**src/rtl/cpu_types_pkg.sv**
```systemverilog
// Core-wide scalar types shared by the datapath packages.
package cpu_types_pkg;

    localparam int unsigned WORD_W = 32;

    typedef logic [WORD_W-1:0] word_t;

endpackage

```
**src/rtl/dp_types_pkg.sv**
```systemverilog
// Datapath types for the instruction-fetch stage.
package dp_types_pkg;

    import cpu_types_pkg::*;

    typedef enum logic [1:0] {
        FETCH  = 2'd0,
        SQUASH = 2'd1,
        HALTED = 2'd2
    } fetch_state_t;

    typedef struct packed {
        word_t instr;
        word_t pc;
    } fetch_entry_t;

endpackage

```
**src/rtl/fetch_fifo.sv**
```systemverilog
// Circular buffer of fetched {instr, pc} entries.
// Ports:
//   CLK, nRST            clock, async active-low reset
//   clear                drop all entries (wins over push/pop)
//   push, push_instr/pc  enqueue one entry (ignored when full and not popping)
//   pop                  dequeue head (ignored when empty)
//   head_instr/pc        head entry, zero when empty
//   count                occupancy
module fetch_fifo
    import cpu_types_pkg::*;
    import dp_types_pkg::*;
#(
    parameter int unsigned DEPTH = 2
) (
    input  logic                   CLK,
    input  logic                   nRST,
    input  logic                   clear,
    input  logic                   push,
    input  logic [31:0]            push_instr,
    input  logic [31:0]            push_pc,
    input  logic                   pop,
    output logic [31:0]            head_instr,
    output logic [31:0]            head_pc,
    output logic [$clog2(DEPTH):0] count
);

    localparam int unsigned PtrW = $clog2(DEPTH);
    localparam int unsigned CntW = PtrW + 1;
    localparam logic [CntW-1:0] Full = CntW'(DEPTH);

    fetch_entry_t mem_q [DEPTH];
    logic [PtrW-1:0] head_q, head_d, tail_q, tail_d;
    logic [CntW-1:0] count_q, count_d;
    logic do_push, do_pop;
    fetch_entry_t head_entry;

    assign do_pop  = pop && (count_q != '0);
    // A pop frees a slot in the same cycle, so a full queue can still accept a push.
    assign do_push = push && ((count_q < Full) || do_pop);

    always_comb begin
        head_d  = head_q;
        tail_d  = tail_q;
        count_d = count_q;
        if (clear) begin
            head_d  = '0;
            tail_d  = '0;
            count_d = '0;
        end else begin
            if (do_push) tail_d = tail_q + PtrW'(1);
            if (do_pop)  head_d = head_q + PtrW'(1);
            if (do_push && !do_pop)      count_d = count_q + CntW'(1);
            else if (do_pop && !do_push) count_d = count_q - CntW'(1);
        end
    end

    always_ff @(posedge CLK or negedge nRST) begin
        if (!nRST) begin
            head_q  <= '0;
            tail_q  <= '0;
            count_q <= '0;
        end else begin
            head_q  <= head_d;
            tail_q  <= tail_d;
            count_q <= count_d;
        end
    end

    // Storage needs no reset: entries are only visible while count is non-zero.
    always_ff @(posedge CLK) begin
        if (do_push && !clear) begin
            mem_q[tail_q] <= '{instr: push_instr, pc: push_pc};
        end
    end

    assign head_entry = (count_q != '0) ? mem_q[head_q] : '0;
    assign head_instr = head_entry.instr;
    assign head_pc    = head_entry.pc;
    assign count      = count_q;

endmodule

```
**src/rtl/fetch_queue.sv**
```systemverilog
// Instruction-fetch stage: owns the PC, issues icache reads and buffers
// fetched instructions ahead of the IF/ID latch.
// Ports:
//   CLK, nRST            clock, async active-low reset
//   ihit, imemload       icache response valid / data
//   imemREN, imemaddr    icache request / address
//   deq_en               pop the head entry this cycle
//   redirect, redirect_pc  refetch from corrected target
//   halt                 stop fetching until reset
//   q_valid/instr/pc/npc head entry (empty values when queue is empty)
//   q_count              occupancy
module fetch_queue
    import cpu_types_pkg::*;
    import dp_types_pkg::*;
#(
    parameter logic [31:0] PC_INIT = 32'h0000_0000,
    parameter int unsigned DEPTH   = 2
) (
    input  logic                   CLK,
    input  logic                   nRST,
    input  logic                   ihit,
    input  logic [31:0]            imemload,
    output logic                   imemREN,
    output logic [31:0]            imemaddr,
    input  logic                   deq_en,
    input  logic                   redirect,
    input  logic [31:0]            redirect_pc,
    input  logic                   halt,
    output logic                   q_valid,
    output logic [31:0]            q_instr,
    output logic [31:0]            q_pc,
    output logic [31:0]            q_npc,
    output logic [$clog2(DEPTH):0] q_count
);

    localparam int unsigned CntW = $clog2(DEPTH) + 1;
    localparam logic [CntW-1:0] Full = CntW'(DEPTH);

    fetch_state_t state_q, state_d;
    word_t fetch_pc_q, fetch_pc_d;
    word_t target_q, target_d;
    word_t redir_pc;
    logic ren, push, pop, clear;

    assign redir_pc = {redirect_pc[31:2], 2'b00};

    always_comb begin
        state_d    = state_q;
        fetch_pc_d = fetch_pc_q;
        target_d   = target_q;
        ren        = 1'b0;
        push       = 1'b0;
        pop        = 1'b0;
        clear      = 1'b0;
        unique case (state_q)
            FETCH: begin
                ren = (q_count < Full);
                if (halt) begin
                    state_d = HALTED;
                    clear   = 1'b1;
                end else if (redirect) begin
                    clear = 1'b1;
                    if (ren && !ihit) begin
                        // Miss in flight: keep the address stable and park the target.
                        state_d  = SQUASH;
                        target_d = redir_pc;
                    end else begin
                        fetch_pc_d = redir_pc;
                    end
                end else begin
                    pop = deq_en && q_valid;
                    if (ren && ihit) begin
                        push       = 1'b1;
                        fetch_pc_d = fetch_pc_q + 32'd4;
                    end
                end
            end
            SQUASH: begin
                ren = 1'b1;
                if (halt) begin
                    state_d = HALTED;
                    clear   = 1'b1;
                end else begin
                    if (redirect) begin
                        target_d = redir_pc;
                        clear    = 1'b1;
                    end
                    if (ihit) begin
                        state_d    = FETCH;
                        fetch_pc_d = redirect ? redir_pc : target_q;
                    end
                end
            end
            HALTED: begin
                clear = 1'b1;
            end
            default: begin
                state_d = HALTED;
                clear   = 1'b1;
            end
        endcase
    end

    always_ff @(posedge CLK or negedge nRST) begin
        if (!nRST) begin
            state_q    <= FETCH;
            fetch_pc_q <= PC_INIT;
            target_q   <= PC_INIT;
        end else begin
            state_q    <= state_d;
            fetch_pc_q <= fetch_pc_d;
            target_q   <= target_d;
        end
    end

    fetch_fifo #(
        .DEPTH (DEPTH)
    ) u_fifo (
        .CLK        (CLK),
        .nRST       (nRST),
        .clear      (clear),
        .push       (push),
        .push_instr (imemload),
        .push_pc    (fetch_pc_q),
        .pop        (pop),
        .head_instr (q_instr),
        .head_pc    (q_pc),
        .count      (q_count)
    );

    // Request is suppressed while reset is held so the cache sees no read.
    assign imemREN  = ren && nRST;
    assign imemaddr = fetch_pc_q;
    assign q_valid  = (q_count != '0);
    assign q_npc    = q_pc + 32'd4;

endmodule
```
**config.mk**
```make
export PLATFORM = sky130hd
export DESIGN_NAME = fetch_queue
export DESIGN_NICKNAME = d
export VERILOG_FILES = /design/src/rtl/cpu_types_pkg.sv /design/src/rtl/dp_types_pkg.sv /design/src/rtl/fetch_fifo.sv /design/src/rtl/fetch_queue.sv
export SDC_FILE = /design/constraint.sdc
export NUM_CORES = 1
export LEC_CHECK = 0
export CAP_MARGIN = 20
export CORE_UTILIZATION = 28
export CTS_CLUSTER_DIAMETER = 100
export DETAILED_ROUTE_END_ITERATION = 10
export GPL_ROUTABILITY_DRIVEN = 1
export PLACE_DENSITY = 0.47
export SYNTH_ARGS = -nofsm -noshare
export SYNTH_HDL_FRONTEND = slang
export SYNTH_SLANG_ARGS = --single-unit
```
**constraint.sdc**
```tcl
create_clock -name CLK -period 5.2 [get_ports CLK]
set_input_delay 0.78 -clock CLK [delete_from_list [all_inputs] [get_ports CLK]]
set_output_delay 0.78 -clock CLK [all_outputs]
set_load 0.01 [all_outputs]
```
==> metrics.md <==
| Metric | Value |
|---|---|
| Status | complete, no violations |
| First-pass GRT wire length | 38.6 mm |
| Leakage power | 4.31 nW |
| PnR worst setup slack | around 0.45 ns |
| Worst skew pair latency | between 0.4 and 0.5 ns |
| Fmax | 211 MHz |
| Synth Cell Area | 9360 um2 |
| Sequential element share of the synthesized area | 0.598 |
| Post-synth top area share | 0.411 |
| CTS Sinks | 198 |
| CP Max Fanout | 54 |
| Fin. max-slew vios | 0 |
| Layout cells sized above 1 | 0.0864 |
| # Post-CTS Setup Buffers | 0 |
| Number of global-route vias before repair | roughly 6500 |
| Die ar. | around 34000 um2 |
| Seq cells post-synth | between 150 and 200 |
| Period minus WS final | between 4 and 5 ns |
| Max IR drop VDD | 0.215 mV |
| Routed Antenna Nets | 0 |
| Final setup TNS | 0 ns |
| Iteration-0 DRC Markers | 520 |
| Synth area leaders | edfxtp_1 (41%), dfrtp_1 (19%), mux2i_1 (6.8%) |
| Most frequent cell after synthesis | edfxtp_1 |
| Overflow after GRT | 0 |
| Die height | 185 um |
| Die width | 185 um |
| Num ports | 202 |
| Crit path capture type | output pin |
| Cells after Synth | 802 |
| Clk root buf | clkbuf_16 |
| Least-Margin Pin Slew | 0.992 ns |
| Vias | 6781 |
| Post-synth EDFFs | roughly 130 |
| Syn. warnings | 0 |
| Top cells by count, synth | edfxtp_1 (128), nor2_1 (103), dfrtp_1 (70) |
| R2r worst-path depth | 4 |
| Final core occ | 0.377 |
| Post-Place Setup Slack | 0.932 ns |
| Multi-input gate area | 3460 um2 |
| RSZ-0062 raised after global routing | false |
| Largest net degree at the start of global routing | 65 |
| Top FF cell, synth | edfxtp_1 |
| Final hold vios | 0 |
| Distinct cells, synth | 54 |
| Kind of critical path | reg2out |
| Hold Path Class | in2async |
| Fill cell count | 3231 |
| Crit start category | flop |
| Cell Rows | 66 |
| Synth area leader | edfxtp_1 |
| Drt total wl | 25.3 mm |
| Core area | 32700 um2 |
| Synth Net Count | 874 |
| # nets final | approximately 1100 |
| Via density | 4.72 |
| Placer Congestion | 0.737 |
| Slew margin rel. | 0.336 |
| CP required | 4.42 ns |
| DRC | 0 |
| Hold buffer count at CTS | 0 |
| Avg WL per Cell | 17.6 um |
| Hold slack | 0.311 ns |
| Port bufs | 199 |
| Setup violations, final | 0 |
| Initial Utilization | 0.286 |
| CTS tree | yes |
| Antenna violations before repair | 1 |
| Final HPWL DP | around 18 mm |
| Crit path arrival time | 3.97 ns |
| Gr usage total | 0.151 |
| Avg Inst Size Synth | 11.7 um2 |
| Pwr dens | 265 nW/um2 |
| Final period util | 0.913 |
| CTS Buf Count | 17 |
| Reg area | 5600 um2 |
| Max-cap viol count | 0 |
| P&R area growth vs syn | 31.8% |
| CTS max path bufs | 2 |
| Post-synth ARST share | 0.354 |
| H-tree Lvls | 4 |
| Drt first pass iters | 4 |
| # resized after CTS | 0 |
| Worst-case clock skew | 0.0162 ns |
| CTS clk-pin slew, worst paths | 0.08 ns |
## area by class of cell
class / count / area share
repair buffers: 213 / 0.170
inverters: 16 / 0.00487
clock buffers: 18 / 0.0348
diodes: 1 / 0.000203
well taps: 442 / 0.0448
flip-flops and latches: 198 / 0.454
multi-input cells: 536 / 0.280
clock inverters: 14 / 0.0112
## report_power, final
group,internal (W),switching (W),leakage [nW]
combinational,0.000116,0.0000863,1.95
sequential,0.00172,0.0000636,2.08
clock,0.000675,0.000609,0.277
## layer usage
metal | vias to the layer above | wire length (um) | global-route usage | share of wire
li1 | 3303 | - | - | -
met1 | 3306 | 12400 | 0.214 | 0.49
met2 | 157 | 11700 | 0.238 | 0.46
met3 | 15 | 1030 | 0.0277 | 0.041
met4 | 0 | 219 | 0.0374 | 0.0086
met5 | - | 0 | 0 | 0
## cells by family (layout without fill, tap and decap cells)
group,after synthesis,after routing,share of synthesized area
muxes,94,94,0.105
buffers and inverters,68,261,0.0349
other,0,1,0
DFF,198,198,0.598
AOI/OAI and AO/OA,129,129,0.0899
adders and majority gates,2,2,0.00267
and+or+nand+nor,281,281,0.142
xor gates and xnor gates,30,30,0.0281
## path summary, 6_finish.rpt
path,endpoint,slack [ns],start
max,q_npc[28],0.45,u_fifo.head_q$_DFFE_PN0P_
min,state_q[0]$_DFFE_PN0P_,0.31,nRST
max reg2reg,u_fifo.mem_q[0][0]$_DFFE_PP_,2.44,state_q[0]$_DFFE_PN0P_
min reg2reg,target_q[17]$_DFFE_PN0P_,0.49,target_q[17]$_DFFE_PN0P_
max in group asynchronous,imemaddr[23]$_DFFE_PN0P_,3.82,nRST
min in group CLK,target_q[17]$_DFFE_PN0P_,0.49,target_q[17]$_DFFE_PN0P_
## metrics by stage
| stage | cell area (um2) | power, W | std cells |
|---|---|---|---|
| 3_5_place_dp | 11800 | 0.00202 | 1405 |
| 6_report | 12300 | 0.00327 | 1438 |
| 2_1_floorplan | 9360 | 0.00186 | 802 |
| 4_1_cts | 12300 | 0.00331 | 1437 |
| 3_3_place_gp | 11800 | 0.00201 | 1405 |
| 5_1_grt | 12300 | 0.00340 | 1437 |
## worst max-delay path, cell delays in order, from the launching register on
cell and delay [ns]:
dfrtp_4 0.95, mux2i_1 0.30, a211oi_2 0.35, nand4_1 0.57, nor4_1 0.51, xor2_1 0.24
clkdlybuf4s50_1 0.59
## registers in the layout (all words and copies together) (netlist names)
register and count:
u_fifo.count 2, u_fifo.head_q 1, state_q 2, imemaddr 32, u_fifo.mem_q 128, u_fifo.tail_q 1, target_q 32
## cells in the final DEF (no fill, tap or decap), drive strengths merged, types with 25 or more instances in the layout
cell type      count
mux2              30
clkdlybuf4s50    197
o21ai             41
nand3             25
mux2i             64
dfrtp             70
nor2             104
edfxtp           128
nand2             64
a21oi             31
No activity file was read; power rests on OpenSTA's default activity.
==> RTL edit 1: new RTL, same flow settings <==
Register the inputs `ihit`, `imemload`, `deq_en`, `redirect`, `redirect_pc` and `halt` before use. The logic sees them one clock later. Comments in the files are not updated.
--- a/src/rtl/fetch_queue.sv
+++ b/src/rtl/fetch_queue.sv
@@ -36,13 +36,29 @@
     localparam int unsigned CntW = $clog2(DEPTH) + 1;
     localparam logic [CntW-1:0] Full = CntW'(DEPTH);
 
+    logic ihit_q;
+    logic [31:0] imemload_q;
+    logic deq_en_q;
+    logic redirect_q;
+    logic [31:0] redirect_pc_q;
+    logic halt_q;
+
+    always_ff @(posedge CLK) begin
+        ihit_q        <= ihit;
+        imemload_q    <= imemload;
+        deq_en_q      <= deq_en;
+        redirect_q    <= redirect;
+        redirect_pc_q <= redirect_pc;
+        halt_q        <= halt;
+    end
+
     fetch_state_t state_q, state_d;
     word_t fetch_pc_q, fetch_pc_d;
     word_t target_q, target_d;
     word_t redir_pc;
     logic ren, push, pop, clear;
 
-    assign redir_pc = {redirect_pc[31:2], 2'b00};
+    assign redir_pc = {redirect_pc_q[31:2], 2'b00};
 
     always_comb begin
         state_d    = state_q;
@@ -55,12 +71,12 @@
         unique case (state_q)
             FETCH: begin
                 ren = (q_count < Full);
-                if (halt) begin
+                if (halt_q) begin
                     state_d = HALTED;
                     clear   = 1'b1;
-                end else if (redirect) begin
+                end else if (redirect_q) begin
                     clear = 1'b1;
-                    if (ren && !ihit) begin
+                    if (ren && !ihit_q) begin
                         // Miss in flight: keep the address stable and park the target.
                         state_d  = SQUASH;
                         target_d = redir_pc;
@@ -68,8 +84,8 @@
                         fetch_pc_d = redir_pc;
                     end
                 end else begin
-                    pop = deq_en && q_valid;
-                    if (ren && ihit) begin
+                    pop = deq_en_q && q_valid;
+                    if (ren && ihit_q) begin
                         push       = 1'b1;
                         fetch_pc_d = fetch_pc_q + 32'd4;
                     end
@@ -77,17 +93,17 @@
             end
             SQUASH: begin
                 ren = 1'b1;
-                if (halt) begin
+                if (halt_q) begin
                     state_d = HALTED;
                     clear   = 1'b1;
                 end else begin
-                    if (redirect) begin
+                    if (redirect_q) begin
                         target_d = redir_pc;
                         clear    = 1'b1;
                     end
-                    if (ihit) begin
+                    if (ihit_q) begin
                         state_d    = FETCH;
-                        fetch_pc_d = redirect ? redir_pc : target_q;
+                        fetch_pc_d = redirect_q ? redir_pc : target_q;
                     end
                 end
             end
@@ -120,7 +136,7 @@
         .nRST       (nRST),
         .clear      (clear),
         .push       (push),
-        .push_instr (imemload),
+        .push_instr (imemload_q),
         .push_pc    (fetch_pc_q),
         .pop        (pop),
         .head_instr (q_instr),
Formal check against the unedited RTL: not equivalent (Yosys sat finds a counterexample within 4 cycles, from zero or initial values and one cycle with nRST low).
==> RTL edit 1 against the original RTL <==
Critical path depth is 4 higher; worst setup slack gained 350 ps; clock skew is 5.1 ps lower; total power up 38%; synthesized area increased by 17%; sequential share of layout area increased by 2.8 points; synthesized cell count grew 8.1%; first-iteration DRC count decreased by 33%; sequential cell count increased by 66; count of clock-buffer cells in the layout is 31 higher; wire length grew 14%; final area increased by 17%.
==> RTL edit 1: results (changes against the original RTL) <==
Drt
  – Vias per cell: 4.57 (-3.2%)
  – WL met3: 1440 µm (+40%)
  – Met1 wire length: 13600 µm (+9.8%)
  – TritonRoute pass-1 iters: 5 (+1)
  – WL met2: 13400 µm (+15%)
  – DRT Wirelength: 28900 µm (+14%)

Global route
  – Grt met2 use: 0.229 (-0.00840)
  – Met1 Use GR: 0.202 (-0.0120)
  – GRT Overall Usage: 0.144 (-0.00685)
  – Number of global-route vias before repair: 7186 (+11%)
  – Initial antenna violation count: 0 (-1)
  – Global-route wire length before repair: 43600 µm (+13%)
  – Met3 Usage GRT: 0.0263 (-0.00139)

Place
  – Placed inst area: 13400 µm² (+14%)
  – Post-DP HPWL: 19600 µm (+10%)
  – GP Congestion: 0.713 (-3.3%)
  – Pre-CTS setup slack: 1280 ps (+345 ps)
  – Placed cells: 1543 (+9.8%)

Critical path
  – Reg2Reg Depth: 5 (+1)
  – Setup crit end: q_npc[14]
  – Reg2reg end: u_fifo.mem_q[0][35]$_DFFE_PP_
  – Arr. time, crit path: 3620 ps (-350 ps)
  – Max incr delay on CP: 620 ps (-330 ps)
  – Delay-heaviest family, CP: buffers and inverters
  – FF-to-FF Start: redirect_q$_DFF_P_
  – R2R setup slack: 2270 ps (-170 ps)

Synth
  – Gate Count Post-Synth: 867 (+8.1%)
  – Register area share after synthesis: 0.634 (+0.0356)
  – Top cells by area, synth: edfxtp_1 (35%), dfrtp_1 (16%), dfxtp_1 (12%), mux2i_1 (5.8%), mux2_2 (3.2%)
  – Commonest cells in the netlist: edfxtp_1 (128), nor2_1 (88), dfrtp_1 (70)
  – Async set-or-reset flop fraction in the synthesized netlist: 0.265 (-0.0884)
  – Distinct cell type count after synthesis: 60 (+11%)
  – Net Count, Synth: 939 (+7.4%)

Clock network
  – CTS H-tree depth: 1 (-3)
  – Maximum clock path buffer count: 3 (+1)
  – Worst skew pair latency: 550 ps (+110 ps)

STA
  – Worst-Margin Slew: 969 ps (-22.5 ps)
  – Hold slack final: 259 ps (-52.6 ps)
  – Setup ws final: 797 ps (+346 ps)
  – Final Skew: 11.1 ps (-5.11 ps)

Power
  – Internal power: 3.56 mW (+42%)
  – PwrDens: 314 nW/µm² (+19%)
  – P_leak: 5.12 nW (+19%)

Run status
  – Status: finished clean

Layout
  – ANT cells: 0 (-1)
  – Share of layout cells above drive strength 1: 0.116 (+0.0293)
  – Max reg flops: 128 (unchanged)
  – Final net count: 1137 (+7.9%)
-- RTL edit 1: changes by cell type after synthesis, sizes merged, moves of 6 or more --
cell     before  now
a21oi        31   38
o31a          0    7
a41oi         0    6
dfxtp         0   66
o21ai        41   52
and3          5   14
nor2        104   89
o2bb2ai       9    2
and2          3    9
-- RTL edit 1: area by class of cell --
type / instances / area, µm²
clock buffer: 49 / 883
clock inverter: 8 / 65.1
fill: 3802 / 23600
inverter: 16 / 60.1
multi-input combinational: 539 / 3710
sequential: 264 / 6920
tap: 511 / 639
timing repair buffer: 213 / 2090
-- RTL edit 1: cell families (layout without fill, tap and decap cells) --
family / count (synthesis) / after routing / synth area share
simple gates: 268 / 268 / 0.136
flops: 264 / 264 / 0.634
compound gates: 144 / 144 / 0.0849
mux: 95 / 95 / 0.0910
buf+inv: 64 / 286 / 0.0281
xor+xnor: 30 / 30 / 0.0241
fa+ha+maj: 2 / 2 / 0.00229
==> RTL edit 2: new RTL, same settings <==
Made on the original files. Register the outputs `imemREN` and `q_npc`, with the module's reset; this adds one clock of latency there. The other outputs are not delayed to match.
--- a/src/rtl/fetch_queue.sv
+++ b/src/rtl/fetch_queue.sv
@@ -129,9 +129,16 @@
     );
 
     // Request is suppressed while reset is held so the cache sees no read.
-    assign imemREN  = ren && nRST;
     assign imemaddr = fetch_pc_q;
     assign q_valid  = (q_count != '0);
-    assign q_npc    = q_pc + 32'd4;
+    always_ff @(posedge CLK or negedge nRST) begin
+        if (!nRST) begin
+            imemREN <= '0;
+            q_npc   <= '0;
+        end else begin
+            imemREN <= ren && nRST;
+            q_npc   <= q_pc + 32'd4;
+        end
+    end
 
 endmodule
Check against the original RTL: not equivalent (Yosys sat finds a counterexample within 4 cycles, from zero or initial values and one cycle with nRST low).
==> RTL edit 2 against the original RTL <==
The run now ends with design-rule violations left; critical path depth down 2; clock power grew 48%; synthesized area rose by 9.6%; total power up 26%; final area is 11% higher; wire length increased by 6.5%; sequential power rose by 14%; critical endpoint is now q_pc[0]; die area rose by 9.5%; worst setup slack better by 1000 ps; sequential cell count is 33 higher.
==> RTL edit 2: results (changes against the original RTL) <==
STA
  – Worst-Margin Slew: 1060 ps (+70.5 ps)
  – Final Skew: 14.6 ps (-1.61 ps)

Run status
  – Violated checks: design-rule violations
  – Status: finished, violations left

Global route
  – Global-route wire length before repair: 41400 µm (+7.3%)
  – Number of global-route vias before repair: 6680 (+2.9%)
  – GRT Overall Usage: 0.142 (-0.00921)
  – Initial antenna violation count: 1 (unchanged)
  – Pin count of the biggest net entering global routing: 76 (+17%)

Layout
  – ANT cells: 0 (-1)
  – Share of layout cells above drive strength 1: 0.0983 (+0.0119)
  – Max reg flops: 128 (unchanged)
  – Non-filler instance count after layout: 1509 (+4.9%)
  – Top reg by flops: u_fifo.mem_q
  – Final net count: 1101 (+4.5%)
  – Filler Cell Count: 3453 (+6.9%)

Place
  – Pre-CTS setup slack: 1950 ps (+1020 ps)
  – Placed inst area: 12700 µm² (+8.2%)
  – GP Congestion: 0.761 (+3.2%)
  – Post-DP HPWL: 18100 µm (+2.1%)

Power
  – Pwr Total: 4.13 mW (+26%)
  – Gate power share: 0.050 (-0.012)
  – Flop+latch power: 2.03 mW (+14%)
  – P_leak: 4.91 nW (+14%)
  – Switching Fraction: 0.214 (-0.0188)
  – Peak supply drop: 0.212 mV (-1.2%)

Drt
  – TritonRoute pass-1 iters: 7 (+3)
  – Post-route DRC: 13 (+13)
  – DRT Wirelength: 27000 µm (+6.5%)
  – Vias: 7029 (+3.7%)
  – Iter 0 DRT Violations: 402 (-23%)

Synth
  – Synth Area in XOR/XNOR: 0.0265 (-0.00160)
  – Post-synthesis mux area share: 0.0957 (-0.00888)
  – Commonest cells in the netlist: edfxtp_1 (128), dfrtp_1 (103), nor2_1 (90)
  – Top cells by area, synth: edfxtp_1 (37%), dfrtp_1 (25%), mux2i_1 (6.1%), mux2_2 (3.4%), nor2_1 (3.3%)
  – Post-Synth Adder-Cell Area: 0.00244 (-0.000233)
  – Number of synthesized flops with an enable pin: 128 (unchanged)
  – Register area share after synthesis: 0.626 (+0.0284)
  – Async set-or-reset flop fraction in the synthesized netlist: 0.446 (+0.0924)
  – Distinct cell type count after synthesis: 56 (+3.7%)
  – Syn avg cell area: 12.2 µm² (+5.0%)
  – Synth Area in Compound Gates: 0.0893 (-0.000518)
  – Net Count, Synth: 909 (+4.0%)

Critical path
  – FF-to-FF Start: u_fifo.count[1]$_DFFE_PN0P_
  – Crit path max-delay cell type: dfrtp_4
  – Delay-heaviest family, CP: buffers and inverters
  – Crit-path max FO: 48 (-11%)
  – Max incr delay on CP: 840 ps (-110 ps)

Clock network
  – Post-CTS Resized: 0 (unchanged)
  – Maximum clock path buffer count: 3 (+1)
  – Postcts setup bufs: 0 (unchanged)
  – CTS clock-pin slew for the worst setup and hold paths: 60 ps (-20 ps)
  – CTS Buf Count: 27 (+10)
  – Clk root buf: clkbuf_16
  – CTS H-tree depth: 1 (-3)
  – Post-CTS Hold Fix Bufs: 0 (unchanged)
  – Worst skew pair latency: 530 ps (+90 ps)
-- RTL edit 2: worst reg2reg max path, cell delays in order, from the launching register on --
cell	delay, ps
dfrtp_1	560
nor2_4	120
buf_4	280
inv_1	220
nand2_1	120
inv_1	100
ha_1	210
nor4b_2	360
nand3_2	250
nor4_1	400
xor2_1	170
-- RTL edit 2: layer usage --
layer	share of wire	vias to the layer above	global-route usage	wire length, µm
met3	0.050	33	0.0239	1350
met4	0.016	0	0.0317	425
met2	0.44	160	0.213	11800
met5	0	-	0	0
met1	0.50	3395	0.212	13400
li1	-	3441	-	-
-- RTL edit 2: logic make-up (layout without fill, tap and decap cells) --
group | after synthesis | count (layout)
fa+ha+maj | 2 | 2
xor+xnor | 31 | 31
mux | 94 | 94
buf+inv | 67 | 278
compound gates | 144 | 144
flops | 231 | 231
simple gates | 268 | 268
-- RTL edit 2: path summary, 6_finish.rpt --
| check | endpoint | slack, ps | cells past startpoint |
|---|---|---|---|
| hold reg to reg | target_q[1]$_DFFE_PN0P_ | 490 | 1 |
| max in group asynchronous | u_fifo.head_q$_DFFE_PN0P_ | 4200 | 2 |
| setup reg to reg | q_npc[28]$_DFF_PN0_ | 2340 | 10 |
| min in group CLK | target_q[1]$_DFFE_PN0P_ | 490 | 1 |
| setup / recovery | q_pc[0] | 1500 | 4 |
| hold / removal | q_npc[29]$_DFF_PN0_ | 170 | 1 |
-- RTL edit 2: area by class of cell --
class	count	area, µm²	share of cell area
Timing Repair Buffer	213	2130	0.157
Clock inverter	15	176	0.0129
Sequential cell	231	6420	0.471
Tap cell	461	577	0.0423
Inverter	17	63.8	0.00468
Multi-Input combinational cell	539	3550	0.260
Clock buffer	33	708	0.0519
